==> src/rtl/exc_redirect_if.sv <==
// Fetch-side redirect bus between exc_redirect and the IF stage.
// master: exc_redirect (flush/stall/discard/redirect); slave: IF stage (fires, ack).
interface exc_redirect_if;
    logic        if_req_fire;
    logic        if_resp_fire;
    logic        redirect_ack;
    logic        flush;
    logic        if_stall;
    logic        if_discard;
    logic        redirect_valid;
    logic [31:0] redirect_pc;

    modport master (
        input  if_req_fire,
        input  if_resp_fire,
        input  redirect_ack,
        output flush,
        output if_stall,
        output if_discard,
        output redirect_valid,
        output redirect_pc
    );

    modport slave (
        output if_req_fire,
        output if_resp_fire,
        output redirect_ack,
        input  flush,
        input  if_stall,
        input  if_discard,
        input  redirect_valid,
        input  redirect_pc
    );
endinterface

==> src/rtl/exc_redirect.sv <==
// Exception/ERET fetch redirect: flush, drain in-flight fetches, then redirect.
// Ports: clk, resetn, exc_valid, eret_valid, cp0_epc, fbus (master), busy.
module exc_redirect #(
    parameter logic [31:0] EXC_VECTOR      = 32'hBFC00380,
    parameter int          MAX_OUTSTANDING = 2
) (
    input  logic              clk,
    input  logic              resetn,
    input  logic              exc_valid,
    input  logic              eret_valid,
    input  logic [31:0]       cp0_epc,
    exc_redirect_if.master    fbus,
    output logic              busy
);

    localparam int CW = $clog2(MAX_OUTSTANDING + 1);
    localparam logic [CW-1:0] CMAX = CW'(MAX_OUTSTANDING);

    typedef enum logic [1:0] {
        IDLE,
        DRAIN,
        REDIRECT
    } state_t;

    state_t        state;
    state_t        state_nxt;
    logic [CW-1:0] outstanding;
    logic [CW-1:0] cnt_nxt;
    logic [31:0]   target;
    logic [31:0]   target_nxt;
    logic          flush_c;
    logic          discard_c;
    logic          rv_c;
    logic          event_c;

    assign event_c = exc_valid || eret_valid;
    assign cnt_nxt = outstanding
                   + CW'(fbus.if_req_fire)
                   - CW'(fbus.if_resp_fire);

    always_ff @(posedge clk or negedge resetn) begin
        if (!resetn) begin
            state       <= IDLE;
            outstanding <= '0;
            target      <= '0;
        end else begin
            state       <= state_nxt;
            outstanding <= cnt_nxt;
            target      <= target_nxt;
        end
    end

    always_comb begin
        state_nxt  = state;
        target_nxt = target;
        flush_c    = 1'b0;
        discard_c  = 1'b0;
        rv_c       = 1'b0;
        unique case (state)
            IDLE: begin
                flush_c   = event_c;
                discard_c = event_c && fbus.if_resp_fire;
                if (event_c) begin
                    // exception wins when both commit together
                    target_nxt = exc_valid ? EXC_VECTOR : cp0_epc;
                    state_nxt  = (cnt_nxt == '0) ? REDIRECT : DRAIN;
                end
            end
            DRAIN: begin
                discard_c = fbus.if_resp_fire;
                if (cnt_nxt == '0) begin
                    state_nxt = REDIRECT;
                end
            end
            REDIRECT: begin
                rv_c = 1'b1;
                if (fbus.redirect_ack) begin
                    state_nxt = IDLE;
                end
            end
            default: begin
                state_nxt = IDLE;
            end
        endcase
    end

    // Outputs are gated by resetn so nothing leaks while reset is held,
    // even though flush/discard are combinational on the commit inputs.
    assign fbus.flush          = resetn && flush_c;
    assign fbus.if_discard     = resetn && discard_c;
    assign fbus.redirect_valid = resetn && rv_c;
    assign fbus.redirect_pc    = (resetn && rv_c) ? target : 32'h0;
    assign fbus.if_stall       = resetn && ((state != IDLE)
                                 || (outstanding == CMAX)
                                 || flush_c);
    assign busy                = resetn && (state != IDLE);

endmodule

==> src/flat_wrapper.sv <==
// flat-port wrapper written by rule: the top's interface ports become plain ports
module exc_redirect_flat 
#(
    parameter logic [31:0] EXC_VECTOR      = 32'hBFC00380,
    parameter int          MAX_OUTSTANDING = 2
)
  (clk, resetn, exc_valid, eret_valid, cp0_epc, busy, fbus_if_req_fire, fbus_if_resp_fire, fbus_redirect_ack, fbus_flush, fbus_if_stall, fbus_if_discard, fbus_redirect_valid, fbus_redirect_pc);
  exc_redirect_if fbus_i ();
  input  logic clk;
  input  logic resetn;
  input  logic exc_valid;
  input  logic eret_valid;
  input  logic [31:0] cp0_epc;
  output logic busy;
  input wire logic [$bits(fbus_i.if_req_fire)-1:0] fbus_if_req_fire;
  input wire logic [$bits(fbus_i.if_resp_fire)-1:0] fbus_if_resp_fire;
  input wire logic [$bits(fbus_i.redirect_ack)-1:0] fbus_redirect_ack;
  output wire logic [$bits(fbus_i.flush)-1:0] fbus_flush;
  output wire logic [$bits(fbus_i.if_stall)-1:0] fbus_if_stall;
  output wire logic [$bits(fbus_i.if_discard)-1:0] fbus_if_discard;
  output wire logic [$bits(fbus_i.redirect_valid)-1:0] fbus_redirect_valid;
  output wire logic [$bits(fbus_i.redirect_pc)-1:0] fbus_redirect_pc;
  assign fbus_i.if_req_fire = fbus_if_req_fire;
  assign fbus_i.if_resp_fire = fbus_if_resp_fire;
  assign fbus_i.redirect_ack = fbus_redirect_ack;
  assign fbus_flush = fbus_i.flush;
  assign fbus_if_stall = fbus_i.if_stall;
  assign fbus_if_discard = fbus_i.if_discard;
  assign fbus_redirect_valid = fbus_i.redirect_valid;
  assign fbus_redirect_pc = fbus_i.redirect_pc;
  exc_redirect #(.EXC_VECTOR(EXC_VECTOR), .MAX_OUTSTANDING(MAX_OUTSTANDING)) u_core (.clk(clk), .resetn(resetn), .exc_valid(exc_valid), .eret_valid(eret_valid), .cp0_epc(cp0_epc), .fbus(fbus_i), .busy(busy));
endmodule
==> config.mk <==
export PLATFORM = sky130hd
export DESIGN_NAME = exc_redirect_flat
export DESIGN_NICKNAME = d
export VERILOG_FILES = /design/src/rtl/exc_redirect_if.sv /design/src/rtl/exc_redirect.sv /design/src/flat_wrapper.sv
export SDC_FILE = /design/constraint.sdc
export NUM_CORES = 1
export LEC_CHECK = 0
export CELL_PAD_IN_SITES_DETAIL_PLACEMENT = 1
export CELL_PAD_IN_SITES_GLOBAL_PLACEMENT = 1
export CORE_ASPECT_RATIO = 1.75
export CORE_UTILIZATION = 48
export DETAILED_ROUTE_END_ITERATION = 12
export DONT_BUFFER_PORTS = 1
export PLACE_DENSITY_LB_ADDON = 0.1
export SLEW_MARGIN = 0
export SYNTH_ARGS = -nofsm -noshare
export SYNTH_HDL_FRONTEND = slang
export SYNTH_SLANG_ARGS = --single-unit
==> constraint.sdc <==
create_clock -name clk -period 2.62 [get_ports clk]
set_clock_uncertainty 0.1 [all_clocks]
set_input_delay 0.524 -clock clk [delete_from_list [all_inputs] [get_ports clk]]
set_output_delay 0.524 -clock clk [all_outputs]
set_load 0.005 [all_outputs]
==> qor.yml <==
power_density_nw_per_um2: 1030
setup_viol: 0
viasPerCell: 5.809
layout_commonest_cell: "dfrtp_1"
clk_pin_slew_ns: 0.07
maxCapViolCount: 0
area_growth_pct: 7.718
layout.nets: 240
coreArea_um2: 3628
finalMaxSlewViolations: 0
grt_pass1_wl_um: 7376
power_mw: 2.032
groute.usage.overall: 0.2386
finish.utilization: 0.5438
nFillCells: 433
routedWlPerCell_um: 18.22
cts_tree: "built"
p_int_mw: 1.310
syn_inst: 202
final_cells: 246
dpl_cell_area_um2: 1851
cp_max_fo: 26
critical_path_class: "flop to primary output"
synth_fp_nets: 243
drc: 0
avgSynthCellArea_um2: 9.068
power_frac_seq: 0.477
layout-drive-gt1-share: 0.08000
rsz0062_at_grt: "false"
setup.worst_path.start_class: "flop"
antenna_found_initial: 0
required_ns: 2.00
hold_viol: 0
whs_ns: 0.2769
grt_pass1_vias: 1569
port_buffers: 0
first_pass_iters: 3
synth.distinct_cells: 20
ys_warn_count: 0
setup_tns_ns: 0
pin_count: 76
diodes: 0
gp_congestion: 0.6837
htree_levels: 2
ir_worst_vdd_mv: 0.5240
dp_slack_ns: 0.5922
cts_sinks: 36
fmax_ghz: 0.4625
num_rows: 29
fp.dieH_um: 83.72
pwr-share-comb: 0.327
synth_seq_cells: 36
hp-class: "input port to flop"
fin_ws_ns: 0.4578
worstSetupEndpointType: "primary output"
dr_total_vias: 1429
mostFrequentLayoutCells: "36 x dfrtp_1, 35 x o21ai_0, 33 x and2_1"
p_clk_frac: 0.196
stdcell_area_um2: 1973
dp_cells: 236
totalWireLength_um: 4482
first_iter_violations: 13
ys_seq_area_frac: 0.4918
numCtsBuffers: 5
clockRootBuffer: "clkbuf_8"
dieArea_um2: 4077
switching_share: 0.3551
syn_area_um2: 1832
clockBufferDepth: 2
period_share: 0.8253
outcome: "completed"
clkLatencyLatePin_ns: 0.28
cts_repair_resize_count: 0
fin_crit_ns: 2.162
die_w_um: 48.70
dp_hpwl_um: 3046
overflow: 0
drtAntennaViolNets: 0
start_util: 0.5048
max_slew.worst_pin.slew_ns: 0.4796
relSlewSlack: 0.6788
critPathArrivalTime_ns: 1.54
p_sw_mw: 0.7217
p_leak_nw: 0.8618
grt_max_degree: 37
final timing paths:
kind,from,endpoint,slack [ns],cells after the start
max,u_core.state[0],fbus_redirect_pc[8],0.46,3
min,cp0_epc[6],u_core.target[6],0.28,2
max reg2reg,u_core.outstanding[0],u_core.state[0],1.02,7
min reg2reg,u_core.target[2],u_core.target[2],0.41,2
max in group asynchronous,resetn,u_core.target[18],1.62,2
min in group asynchronous,resetn,u_core.target[27],0.61,2
critical path: stages (launching register included):
cell and delay (ns):
dfrtp_1 0.43, nor3b_2 0.44, buf_12 0.22, and2_1 0.17
cells in the mapped netlist:
library cell	count	area [µm²]
o21ai_0	35	175.2
buf_6	3	33.78
nor2_1	16	60.06
nor3_1	2	10.01
nor3b_1	1	7.510
dfrtp_1	36	900.9
a21o_1	1	7.510
inv_1	4	15.01
xor3_1	1	23.77
and3_1	1	6.260
and2_1	33	206.5
o21a_1	1	7.510
nor3b_2	1	12.51
nand2b_1	20	125.1
buf_2	1	5.000
or2_4	1	8.760
clkbuf_1	12	45.04
or2_1	1	6.260
o21ai_1	30	150.1
ha_1	2	25.02
power groups by stage:
stage / registers [mW] / logic (mW) / clock network (mW)
2_1_floorplan: 0.920 / 0.549 / 0
3_3_place_gp: 0.958 / 0.601 / 0
3_5_place_dp: 0.980 / 0.659 / 0
4_1_cts: 0.969 / 0.677 / 0.412
5_1_grt: 0.999 / 0.759 / 0.436
6_report: 0.969 / 0.665 / 0.398
flip-flops by register name, indices dropped and copies added, names as in the netlist:
signal,cells
u_core.outstanding,2
u_core.target,32
u_core.state,2
layout make-up:
cell class                 instances  area [µm²]  share of cell area
timing repair buffer               6       72.57             0.03678
clock inverter                     2       10.01            0.005073
multi-input combinational        146       834.6              0.4230
clock buffer                       6       82.58             0.04185
sequential                        36       900.9              0.4566
inverter                           4       15.01            0.007609
tap                               46       57.56             0.02917
layer usage:
metal | track usage | up-vias | wire length (µm)
li1 | - | 656 | -
met1 | 0.2536 | 715 | 1698
met2 | 0.4419 | 52 | 2499
met3 | 0.06011 | 6 | 225
met4 | 0.08289 | 0 | 58
met5 | 0 | - | 0
repair_timing:
action	4_1_cts	5_1_grt
buffers inserted	0	0
endpoints found under the hold margin	36	0
hold buffers	2	0
cells by family (layout without fill, tap and decap cells):
family                     Yosys count  in the layout  synth area share
DFF                                 36             36            0.4918
adders and majority gates            2              2           0.01366
AOI/OAI and AO/OA                   67             67            0.1858
buffers and inverters               20             18           0.05395
and+or+nand+nor                     76             76            0.2418
xor gates and xnor gates             1              1           0.01298
Power figures use the tool's default switching activity.
